### src/rtl/icache_fill_ctrl_pkg.sv
// rtl/icache_fill_ctrl_pkg.sv - shared sizing, miss-table types and helpers for icache_fill_ctrl
package icache_fill_ctrl_pkg;

  localparam int NUM_MSHR    = 4;
  localparam int TAG_W       = 4;
  localparam int LINE_ADDR_W = 29;
  localparam int LINE_DATA_W = 64;
  localparam int MSHR_IDX_W  = $clog2(NUM_MSHR);

  typedef logic [TAG_W-1:0]       mem_tag_t;
  typedef logic [LINE_ADDR_W-1:0] line_addr_t;
  typedef logic [LINE_DATA_W-1:0] line_data_t;
  typedef logic [NUM_MSHR-1:0]    mshr_vec_t;

  typedef enum logic [1:0] {
    MSHR_FREE       = 2'd0,
    MSHR_WAIT_ISSUE = 2'd1,
    MSHR_WAIT_DATA  = 2'd2
  } mshr_state_t;

  typedef struct packed {
    mshr_state_t state;
    line_addr_t  line_addr;
    mem_tag_t    mem_tag;
    logic        is_prefetch;
  } mshr_entry_t;

  localparam mshr_entry_t MSHR_ENTRY_FREE = '{state: MSHR_FREE, line_addr: '0, mem_tag: '0, is_prefetch: 1'b0};

  // Isolates the lowest set bit; used to pick the lowest-index free entry.
  function automatic mshr_vec_t lowest_set(input mshr_vec_t v);
    return v & (~v + mshr_vec_t'(1));
  endfunction

endpackage

### src/rtl/icache_fill_ctrl_if.sv
// rtl/icache_fill_ctrl_if.sv - miss, memory and fill signal bundle for icache_fill_ctrl
interface icache_fill_ctrl_if;
  import icache_fill_ctrl_pkg::*;

  logic [1:0]       miss_valid;
  line_addr_t [1:0] miss_addr;
  logic [1:0]       miss_ack;
  logic             flush;
  logic             mem_req_valid;
  logic [31:0]      mem_req_addr;
  mem_tag_t         mem_req_tag;
  mem_tag_t         mem_resp_tag;
  line_data_t       mem_resp_data;
  logic             fill_valid;
  line_addr_t       fill_addr;
  line_data_t       fill_data;
  logic             full;

  modport master (
    output miss_valid, miss_addr, flush, mem_req_tag, mem_resp_tag, mem_resp_data,
    input  miss_ack, mem_req_valid, mem_req_addr, fill_valid, fill_addr, fill_data, full
  );

  modport slave (
    input  miss_valid, miss_addr, flush, mem_req_tag, mem_resp_tag, mem_resp_data,
    output miss_ack, mem_req_valid, mem_req_addr, fill_valid, fill_addr, fill_data, full
  );

endinterface

### src/rtl/icache_fill_ctrl_rr_issue_arbiter.sv
// rtl/icache_fill_ctrl_rr_issue_arbiter.sv - round-robin one-hot grant over miss-table issue requests
module rr_issue_arbiter
  import icache_fill_ctrl_pkg::*;
(
  input  mshr_vec_t             i_req,
  input  logic [MSHR_IDX_W-1:0] i_ptr,
  output mshr_vec_t             o_grant
);

  logic [MSHR_IDX_W-1:0] w_idx;
  logic                  w_found;

  always_comb begin
    o_grant = '0;
    w_found = 1'b0;
    w_idx   = '0;
    for (int k = 0; k < NUM_MSHR; k++) begin
      w_idx = i_ptr + MSHR_IDX_W'(k);
      if (!w_found && i_req[w_idx]) begin
        o_grant[w_idx] = 1'b1;
        w_found        = 1'b1;
      end
    end
  end

endmodule

### src/rtl/icache_fill_ctrl.sv
// rtl/icache_fill_ctrl.sv - icache miss table, round-robin memory issue and line fill; ICACHE_PREFETCH_EN adds next-line prefetch
module icache_fill_ctrl
  import icache_fill_ctrl_pkg::*;
(
  input logic               clock,
  input logic               reset,
  icache_fill_ctrl_if.slave bus
);

  mshr_entry_t           r_mshr [NUM_MSHR];
  mshr_entry_t           w_mshr_nxt [NUM_MSHR];
  logic [MSHR_IDX_W-1:0] r_rr_ptr;
  logic                  r_fill_valid;
  line_addr_t            r_fill_addr;
  line_data_t            r_fill_data;
  logic                  r_full;

  mshr_vec_t             w_free, w_wait_issue, w_demand_wait, w_resp_hit;
  mshr_vec_t             w_match0, w_match1, w_issue_req, w_grant;
  mshr_vec_t             w_alloc0_oh, w_alloc1_oh, w_free1, w_alloc_pf_oh;
  logic                  w_req0, w_req1, w_need0, w_need1, w_same;
  logic                  w_issue_fire, w_full_nxt;
  logic [MSHR_IDX_W-1:0] w_grant_idx;
  line_addr_t            w_grant_addr, w_hit_addr, w_pf_addr;

  always_comb begin
    w_free        = '0;
    w_wait_issue  = '0;
    w_demand_wait = '0;
    w_resp_hit    = '0;
    w_match0      = '0;
    w_match1      = '0;
    for (int i = 0; i < NUM_MSHR; i++) begin
      w_free[i]        = r_mshr[i].state == MSHR_FREE;
      w_wait_issue[i]  = r_mshr[i].state == MSHR_WAIT_ISSUE;
      w_demand_wait[i] = w_wait_issue[i] && !r_mshr[i].is_prefetch;
      w_resp_hit[i]    = r_mshr[i].state == MSHR_WAIT_DATA && bus.mem_resp_tag != '0
                         && r_mshr[i].mem_tag == bus.mem_resp_tag;
      // Completing entries still count as matches: the miss is covered by this cycle's fill.
      w_match0[i]      = !w_free[i] && r_mshr[i].line_addr == bus.miss_addr[0];
      w_match1[i]      = !w_free[i] && r_mshr[i].line_addr == bus.miss_addr[1];
    end
  end

  assign w_req0      = bus.miss_valid[0] && !bus.flush;
  assign w_req1      = bus.miss_valid[1] && !bus.flush;
  assign w_need0     = w_req0 && !(|w_match0);
  assign w_alloc0_oh = w_need0 ? lowest_set(w_free) : '0;
  assign w_same      = w_need0 && bus.miss_addr[1] == bus.miss_addr[0];
  assign w_need1     = w_req1 && !(|w_match1) && !w_same;
  assign w_free1     = w_free & ~w_alloc0_oh;
  assign w_alloc1_oh = w_need1 ? lowest_set(w_free1) : '0;

  assign bus.miss_ack[0] = w_req0 && ((|w_match0) || (|w_alloc0_oh));
  assign bus.miss_ack[1] = w_req1 && ((|w_match1) || (w_same && (|w_alloc0_oh)) || (|w_alloc1_oh));

  rr_issue_arbiter u_arb (
    .i_req   (w_issue_req),
    .i_ptr   (r_rr_ptr),
    .o_grant (w_grant)
  );

  always_comb begin
    w_grant_idx  = '0;
    w_grant_addr = '0;
    w_hit_addr   = '0;
    for (int i = 0; i < NUM_MSHR; i++) begin
      if (w_grant[i]) begin
        w_grant_idx  = MSHR_IDX_W'(i);
        w_grant_addr = r_mshr[i].line_addr;
      end
      if (w_resp_hit[i]) w_hit_addr = r_mshr[i].line_addr;
    end
  end

  assign bus.mem_req_valid = !bus.flush && (|w_issue_req);
  assign bus.mem_req_addr  = bus.mem_req_valid ? {w_grant_addr, 3'b000} : 32'h0;
  assign w_issue_fire      = bus.mem_req_valid && bus.mem_req_tag != '0;

`ifdef ICACHE_PREFETCH_EN
  logic       r_pf_pend;
  line_addr_t r_pf_addr;
  logic       w_grant_pf;
  logic       w_pf_present;
  mshr_vec_t  w_free2;

  always_comb begin
    w_grant_pf   = 1'b0;
    w_pf_present = ((|w_alloc0_oh) && bus.miss_addr[0] == r_pf_addr)
                || ((|w_alloc1_oh) && bus.miss_addr[1] == r_pf_addr);
    for (int i = 0; i < NUM_MSHR; i++) begin
      if (w_grant[i]) w_grant_pf = r_mshr[i].is_prefetch;
      if (!w_free[i] && r_mshr[i].line_addr == r_pf_addr) w_pf_present = 1'b1;
    end
  end

  // Prefetch only takes what demand leaves over, and only issues when no demand is waiting.
  assign w_free2       = w_free1 & ~w_alloc1_oh;
  assign w_alloc_pf_oh = (r_pf_pend && !bus.flush && !w_pf_present) ? lowest_set(w_free2) : '0;
  assign w_pf_addr     = r_pf_addr;
  assign w_issue_req   = (|w_demand_wait) ? w_demand_wait : w_wait_issue;

  always_ff @(posedge clock or posedge reset) begin
    if (reset) begin
      r_pf_pend <= 1'b0;
      r_pf_addr <= '0;
    end else begin
      r_pf_pend <= w_issue_fire && !w_grant_pf;
      r_pf_addr <= w_grant_addr + line_addr_t'(1);
    end
  end
`else
  assign w_alloc_pf_oh = '0;
  assign w_pf_addr     = '0;
  assign w_issue_req   = w_demand_wait;
`endif

  always_comb begin
    w_full_nxt = 1'b1;
    for (int i = 0; i < NUM_MSHR; i++) begin
      w_mshr_nxt[i] = r_mshr[i];
      if (w_resp_hit[i]) w_mshr_nxt[i].state = MSHR_FREE;
      if (bus.flush && w_wait_issue[i]) w_mshr_nxt[i].state = MSHR_FREE;
      if (w_issue_fire && w_grant[i]) begin
        w_mshr_nxt[i].state   = MSHR_WAIT_DATA;
        w_mshr_nxt[i].mem_tag = bus.mem_req_tag;
      end
      if (w_alloc0_oh[i])
        w_mshr_nxt[i] = '{state: MSHR_WAIT_ISSUE, line_addr: bus.miss_addr[0], mem_tag: '0, is_prefetch: 1'b0};
      if (w_alloc1_oh[i])
        w_mshr_nxt[i] = '{state: MSHR_WAIT_ISSUE, line_addr: bus.miss_addr[1], mem_tag: '0, is_prefetch: 1'b0};
      if (w_alloc_pf_oh[i])
        w_mshr_nxt[i] = '{state: MSHR_WAIT_ISSUE, line_addr: w_pf_addr, mem_tag: '0, is_prefetch: 1'b1};
      if (w_mshr_nxt[i].state == MSHR_FREE) w_full_nxt = 1'b0;
    end
  end

  always_ff @(posedge clock or posedge reset) begin
    if (reset) begin
      for (int i = 0; i < NUM_MSHR; i++) r_mshr[i] <= MSHR_ENTRY_FREE;
      r_rr_ptr     <= '0;
      r_fill_valid <= 1'b0;
      r_fill_addr  <= '0;
      r_fill_data  <= '0;
      r_full       <= 1'b0;
    end else begin
      for (int i = 0; i < NUM_MSHR; i++) r_mshr[i] <= w_mshr_nxt[i];
      if (w_issue_fire) r_rr_ptr <= w_grant_idx + MSHR_IDX_W'(1);
      r_fill_valid <= |w_resp_hit;
      if (|w_resp_hit) begin
        r_fill_addr <= w_hit_addr;
        r_fill_data <= bus.mem_resp_data;
      end
      r_full <= w_full_nxt;
    end
  end

  assign bus.fill_valid = r_fill_valid;
  assign bus.fill_addr  = r_fill_addr;
  assign bus.fill_data  = r_fill_data;
  assign bus.full       = r_full;

endmodule

### src/flat_wrapper.sv
// flat-port wrapper written by rule: the top's interface ports become plain ports
module icache_fill_ctrl_flat import icache_fill_ctrl_pkg::*;
  (clock, reset, bus_miss_valid, bus_miss_addr, bus_flush, bus_mem_req_tag, bus_mem_resp_tag, bus_mem_resp_data, bus_miss_ack, bus_mem_req_valid, bus_mem_req_addr, bus_fill_valid, bus_fill_addr, bus_fill_data, bus_full);
  icache_fill_ctrl_if bus_i ();
  input logic clock;
  input logic reset;
  input wire logic [$bits(bus_i.miss_valid)-1:0] bus_miss_valid;
  input wire logic [$bits(bus_i.miss_addr)-1:0] bus_miss_addr;
  input wire logic [$bits(bus_i.flush)-1:0] bus_flush;
  input wire logic [$bits(bus_i.mem_req_tag)-1:0] bus_mem_req_tag;
  input wire logic [$bits(bus_i.mem_resp_tag)-1:0] bus_mem_resp_tag;
  input wire logic [$bits(bus_i.mem_resp_data)-1:0] bus_mem_resp_data;
  output wire logic [$bits(bus_i.miss_ack)-1:0] bus_miss_ack;
  output wire logic [$bits(bus_i.mem_req_valid)-1:0] bus_mem_req_valid;
  output wire logic [$bits(bus_i.mem_req_addr)-1:0] bus_mem_req_addr;
  output wire logic [$bits(bus_i.fill_valid)-1:0] bus_fill_valid;
  output wire logic [$bits(bus_i.fill_addr)-1:0] bus_fill_addr;
  output wire logic [$bits(bus_i.fill_data)-1:0] bus_fill_data;
  output wire logic [$bits(bus_i.full)-1:0] bus_full;
  assign bus_i.miss_valid = bus_miss_valid;
  assign bus_i.miss_addr = bus_miss_addr;
  assign bus_i.flush = bus_flush;
  assign bus_i.mem_req_tag = bus_mem_req_tag;
  assign bus_i.mem_resp_tag = bus_mem_resp_tag;
  assign bus_i.mem_resp_data = bus_mem_resp_data;
  assign bus_miss_ack = bus_i.miss_ack;
  assign bus_mem_req_valid = bus_i.mem_req_valid;
  assign bus_mem_req_addr = bus_i.mem_req_addr;
  assign bus_fill_valid = bus_i.fill_valid;
  assign bus_fill_addr = bus_i.fill_addr;
  assign bus_fill_data = bus_i.fill_data;
  assign bus_full = bus_i.full;
  icache_fill_ctrl u_core (.clock(clock), .reset(reset), .bus(bus_i));
endmodule
### config.mk
export PLATFORM = sky130hd
export DESIGN_NAME = icache_fill_ctrl_flat
export DESIGN_NICKNAME = d
export VERILOG_FILES = /design/src/rtl/icache_fill_ctrl_pkg.sv /design/src/rtl/icache_fill_ctrl_if.sv /design/src/rtl/icache_fill_ctrl_rr_issue_arbiter.sv /design/src/rtl/icache_fill_ctrl.sv /design/src/flat_wrapper.sv
export SDC_FILE = /design/constraint.sdc
export NUM_CORES = 1
export LEC_CHECK = 0
export ABC_AREA = 1
export CAP_MARGIN = 10
export CORE_MARGIN = 2
export CORE_UTILIZATION = 45
export DETAILED_ROUTE_END_ITERATION = 7
export MAX_ROUTING_LAYER = met4
export PLACE_DENSITY = 0.72
export SLEW_MARGIN = 20
export SYNTH_ARGS = -nofsm -noshare
export SYNTH_HDL_FRONTEND = slang
export SYNTH_SLANG_ARGS = --single-unit
### constraint.sdc
create_clock -name clock -period 7.8 [get_ports clock]
set_clock_uncertainty 0.1 [all_clocks]
set_input_delay 1.56 -clock clock [delete_from_list [all_inputs] [get_ports clock]]
set_output_delay 1.56 -clock clock [all_outputs]
set_load 0.1 [all_outputs]
# Word level (Yosys, flattened, before mapping)
# Index checks and enable logic that the tools add are counted.
# word_totals
register_bits,241
in_bits,135
out_inout_bits,130
elab_cells,218
# classes
addsub,6
n_lt_le_gt_ge,8
eq_ne,21
muxes,65
bitwise_logic,9
reduce_logical,88
# ops
operator,count
$mux W36,8
$eq A29 B29 Y1,9
$mux W29,8
$logic_and A1 B1 Y1,46
$mux W4,10
$mux W32,1
$mux W2,14
$reduce_or A4 Y1,6
$eq A4 B4 Y1,4
$logic_not A2 Y1,8
$mux W1,16
$logic_not A1 Y1,15
$and A4 B4 Y4,3
$lt A2 B3 Y1 const B,4
$not A4 Y4,3
$or A4 B4 Y4,3
$reduce_bool A3 Y1,4
$add A4 B1 Y4 const B,2
$bmux W1 S2,4
$demux W1 S2,4
$eq A2 B1 Y1 const B,4
$eq A2 B2 Y1 const B,4
$ge A2 B1 Y1 const B,4
$reduce_bool A2 Y1,4
other kinds (4),9

# Logic depth before layout (Yosys ltp)
# depth
word_depth,23
depth_mapped,23
depth_no_buf,20

# Modules after synthesis
# A second synthesis with hierarchy kept.
# unflattened
cells_unflattened,2680
hier_area_um2,17296.6
# modules_own_cells
mod,n_inst,cells_per_inst,area_each_um2,seq_area_each_um2
icache_fill_ctrl,1,2607,16897.5,5930.7
rr_issue_arbiter,1,73,399.1,0.0

# Worst setup path after synthesis
# Ideal clock, no wire load.
# synth_timing
path_type,input to output
from,input bus_flush
to,output bus_mem_req_addr[21]
t_arrival_ns,4.980
setup_slack_ns,1.160
path_stages,5
n_path_buf,2
path_cell_list,nor2_1 inv_1 clkbuf_1 clkbuf_1 a21oi_1
# synth_via
elab_chain_len,3
# synth_rtl
item,line,text
from (decl),flat_wrapper.sv:9,input wire logic [$bits(bus_i.flush)-1:0] bus_flush;
$logic_not A1 Y1,icache_fill_ctrl.sv:76,assign bus.mem_req_valid = !bus.flush && (|w_issue_req);
$logic_and A1 B1 Y1,icache_fill_ctrl.sv:76,
$mux W32,icache_fill_ctrl.sv:77,"assign bus.mem_req_addr = bus.mem_req_valid ? {w_grant_addr, 3'b000} : 32'h0;"
to (decl),flat_wrapper.sv:15,output wire logic [$bits(bus_i.mem_req_addr)-1:0] bus_mem_req_addr;
# Every way passes these cells.

# Worst setup path after layout
# layout_timing
from,register u_core.r_rr_ptr[0]
to,output bus_mem_req_addr[30]
# layout_via
elab_chain_len,17
elab_cells_between_ends,52
# layout_rtl
item,line,text
from (decl),icache_fill_ctrl.sv:12,logic [MSHR_IDX_W-1:0] r_rr_ptr;
from (signal assigned),icache_fill_ctrl.sv:148,if (w_issue_fire) r_rr_ptr <= w_grant_idx + MSHR_IDX_W'(1);
branches (longest 11 deep; another with $lt A2 B3 Y1),n/a,
$mux W4 (*),icache_fill_ctrl_rr_issue_arbiter.sv:19,if (!w_found && i_req[w_idx]) begin
$mux W29 (3 in series),icache_fill_ctrl.sv:68,if (w_grant[i]) begin
$mux W29 (*),icache_fill_ctrl.sv:68,
$mux W32 (*),icache_fill_ctrl.sv:77,
# Mark *: on every way between the ends. The select of a mux whose other input is x is not followed.

==> results by group <==
Run status
  • Status: completed

Clocking
  • CTS tree: yes
  • Hold Buf Count CTS: 0
  • Clk Latency, worst-skew pair: approximately 570 ps
  • Post-cts sizing count: 0
  • Setup Buffers After CTS: 0
  • CTS root buffer: clkbuf_16
  • H-tree levels: 1
  • CTS buffer count: 28
  • Reg clk slew, reported paths: ~60 ps
  • CTS sink count: about 240
  • CTS Buffer Depth: 3

GRT
  • Initial antenna violation count: 0
  • Vias in the first global route: 17,232
  • First-pass GRT wire length: a little over 100,000 um
  • GR Overflow Total: 0
  • Largest net degree at the start of global routing: between 100 and 150
  • Total GRT Usage: a little under two fifths

Placement
  • Pre-CTS WS: 1360 ps
  • Placer Congestion: between 1 and 1.5
  • Dpl cell area: between 15,000 and 20,000 um^2
  • Number of I/O port buffers: approximately 260
  • Dpl hpwl: a little under 50,000 um

Cells and area
  • Fill cells: ~3,400
  • Area Growth Syn to Fin: 23.3%
  • Multi-input gate area: around 8600 um^2
  • Final net count: roughly 2,700
  • Share of cells above drive strength 1: 4.36%
  • Seq. cell area: 5930 um^2
  • Post-route cell area: between 15,000 and 20,000 um^2
  • # diodes: 0

Timing
  • Final hold vios: 0
  • Minimum clock period: 6860 ps
  • Rel. slew slack: between 20 and 30%
  • Final WS setup: 935 ps
  • Min Hold Slack: approximately 380 ps
  • Post-route setup TNS: 0 ps
  • Max-slew violation count: 0
  • F_max: roughly 150 MHz
  • Period utilisation layout: 88.0%
  • Setup Viol. Count Final: 0
  • Slew @ Worst Pin: about 1100 ps
  • RSZ-0062 raised after global routing: no

Floorplan
  • Total Die Area: approximately 37,000 um^2
  • Starting Density: ~45%
  • Die height: around 190 um
  • Die W: ~190 um
  • Row Count: a little under 70
  • Area of the core: 35,400 um^2
  • I/O pin cnt: between 200 and 300

Yosys
  • Area share of the largest cell type after synthesis: ~37%
  • Post-synth EDFFs: 0
  • Syn avg cell area: 6.65 um^2
  • Top cells by count, synth: nand2_1, dfrtp_1, inv_1, nor2_1, o21ai_0
  • Synth Cell Area: ~16,000 um^2
  • Ys async rst share: 100%
  • Area leader, netlist: dfrtp_1
  • Largest cells by area after synthesis: dfrtp_1, nand2_1, o21ai_0, inv_1, o221ai_1
  • Sequential-to-total area share from yosys stat: between 30% and 40%
  • Count leader, synth: nand2_1
  • Mapped Cells: 2,415
  • Synth warn: 0
  • Unique masters post-synth: 42
  • Seq cells post-synth: between 200 and 250
  • Top FF cell, synth: dfrtp_1

Run
  • Max_cap viols: 0

Hold path
  • Hold Crit Class: reg -> reg

Worst setup path
  • Kind of start point of the critical path: flop
  • Worst-path fanout max: 14
  • Critical path class: reg -> out
  • Worst path required time: 6140 ps
  • Element type at the critical path end: primary output
  • CP arrival: about 5200 ps

Detailed routing
  • DRT iter0 DRCs: between 2,000 and 2,500
  • Detailed Routing Iterations Pass 1: 6
  • Total number of vias: between 15,000 and 20,000
  • Remaining DRCs: 0
  • Post-route ant nets: 0
  • Drt wl/cell: 22.6 um
  • Final wirelength: ~69,000 um
  • DR vias/cell: a little under 6
## final timing paths
kind	cells past startpoint	slack, ps	endpoint	start
worst max-delay path	18	940	bus_mem_req_addr[30]	u_core.r_rr_ptr[0]
worst min-delay path	2	380	u_core.bus.fill_data[50]	u_core.bus.fill_data[50]
worst max register to register	19	3600	u_core.r_mshr[125]	u_core.r_mshr[64]
worst min register to register	2	380	u_core.bus.fill_data[50]	u_core.bus.fill_data[50]
max in group asynchronous	3	4730	u_core.r_mshr[17]	reset
min in group asynchronous	2	1410	u_core.r_mshr[139]	reset
## metrics by stage
stage,utilization (%),std cells
6_report,56.0,3073
3_5_place_dp,53.2,3023
4_1_cts,56.0,3073
2_1_floorplan,-,2417
3_3_place_gp,53.2,3023
5_1_grt,56.0,3073
## layout make-up
| cell class | count | share of cell area, % |
|---|---|---|
| sequential | 237 | 29.9 |
| clock inverter | 7 | 0.461 |
| tap | 461 | 2.91 |
| inverter | 242 | 4.61 |
| clock buffer | 43 | 4.38 |
| timing repair buffer | 285 | 14.2 |
| multi-input combinational | 1798 | 43.5 |
## layout by cell type (no fill, tap or decap), types with 49 or more instances in the layout
master             n
nor2_1           191
o221ai_1          88
inv_1            213
a21oi_1           86
nand2_1          901
dfrtp_1          237
nand3_1          151
o21ai_0          182
clkdlybuf4s50_1  260
xnor2_1           49
## sequential cells by signal (all words and copies together) (netlist names)
| signal | count |
|---|---|
| u_core.bus.full | 1 |
| u_core.bus.fill_data | 64 |
| u_core.r_mshr | 140 |
| u_core.r_rr_ptr | 2 |
| u_core.bus.fill_valid | 1 |
| u_core.bus.fill_addr | 29 |
## worst max-delay path, cell delays in order, from the launching register on
cell             delay (ps)
dfrtp_1                 490
inv_2                   150
ha_1                    310
inv_1                    70
nand2_1                 100
o21ai_2                 100
inv_1                    70
nand2_1                  80
inv_2                    80
nand2_1                  70
inv_1                    90
nand2_1                  50
nand3_1                 380
inv_1                   450
buf_4                   350
o21ai_0                 190
nand3_1                 110
a21oi_1                 270
clkdlybuf4s50_1        1220
## cell families (layout without fill, tap and decap cells)
kind of cell    count (synthesis)  in the layout  synth area share (%)
compound gates                417            417                  16.1
xor+xnor                       80             80                  4.36
fa+ha+maj                       8              8                 0.623
buf+inv                       382            577                  9.67
flops                         237            237                  36.9
mux                             1              1                0.0623
other cells                     1              3                0.0234
simple gates                 1289           1289                  32.2
## routing by layer
layer  part of all wire [%]  global-route usage, %  routed length (um)
met5                      0                      -                   0
met2                     43                   56.9               30200
met4                    6.3                   22.0                4380
met3                     11                   5.66                7690
met1                     39                   48.0               27200
Power is left out: the tool's default activity adds up to more than one toggle a clock period on the data nets, which glitch-free logic cannot reach.
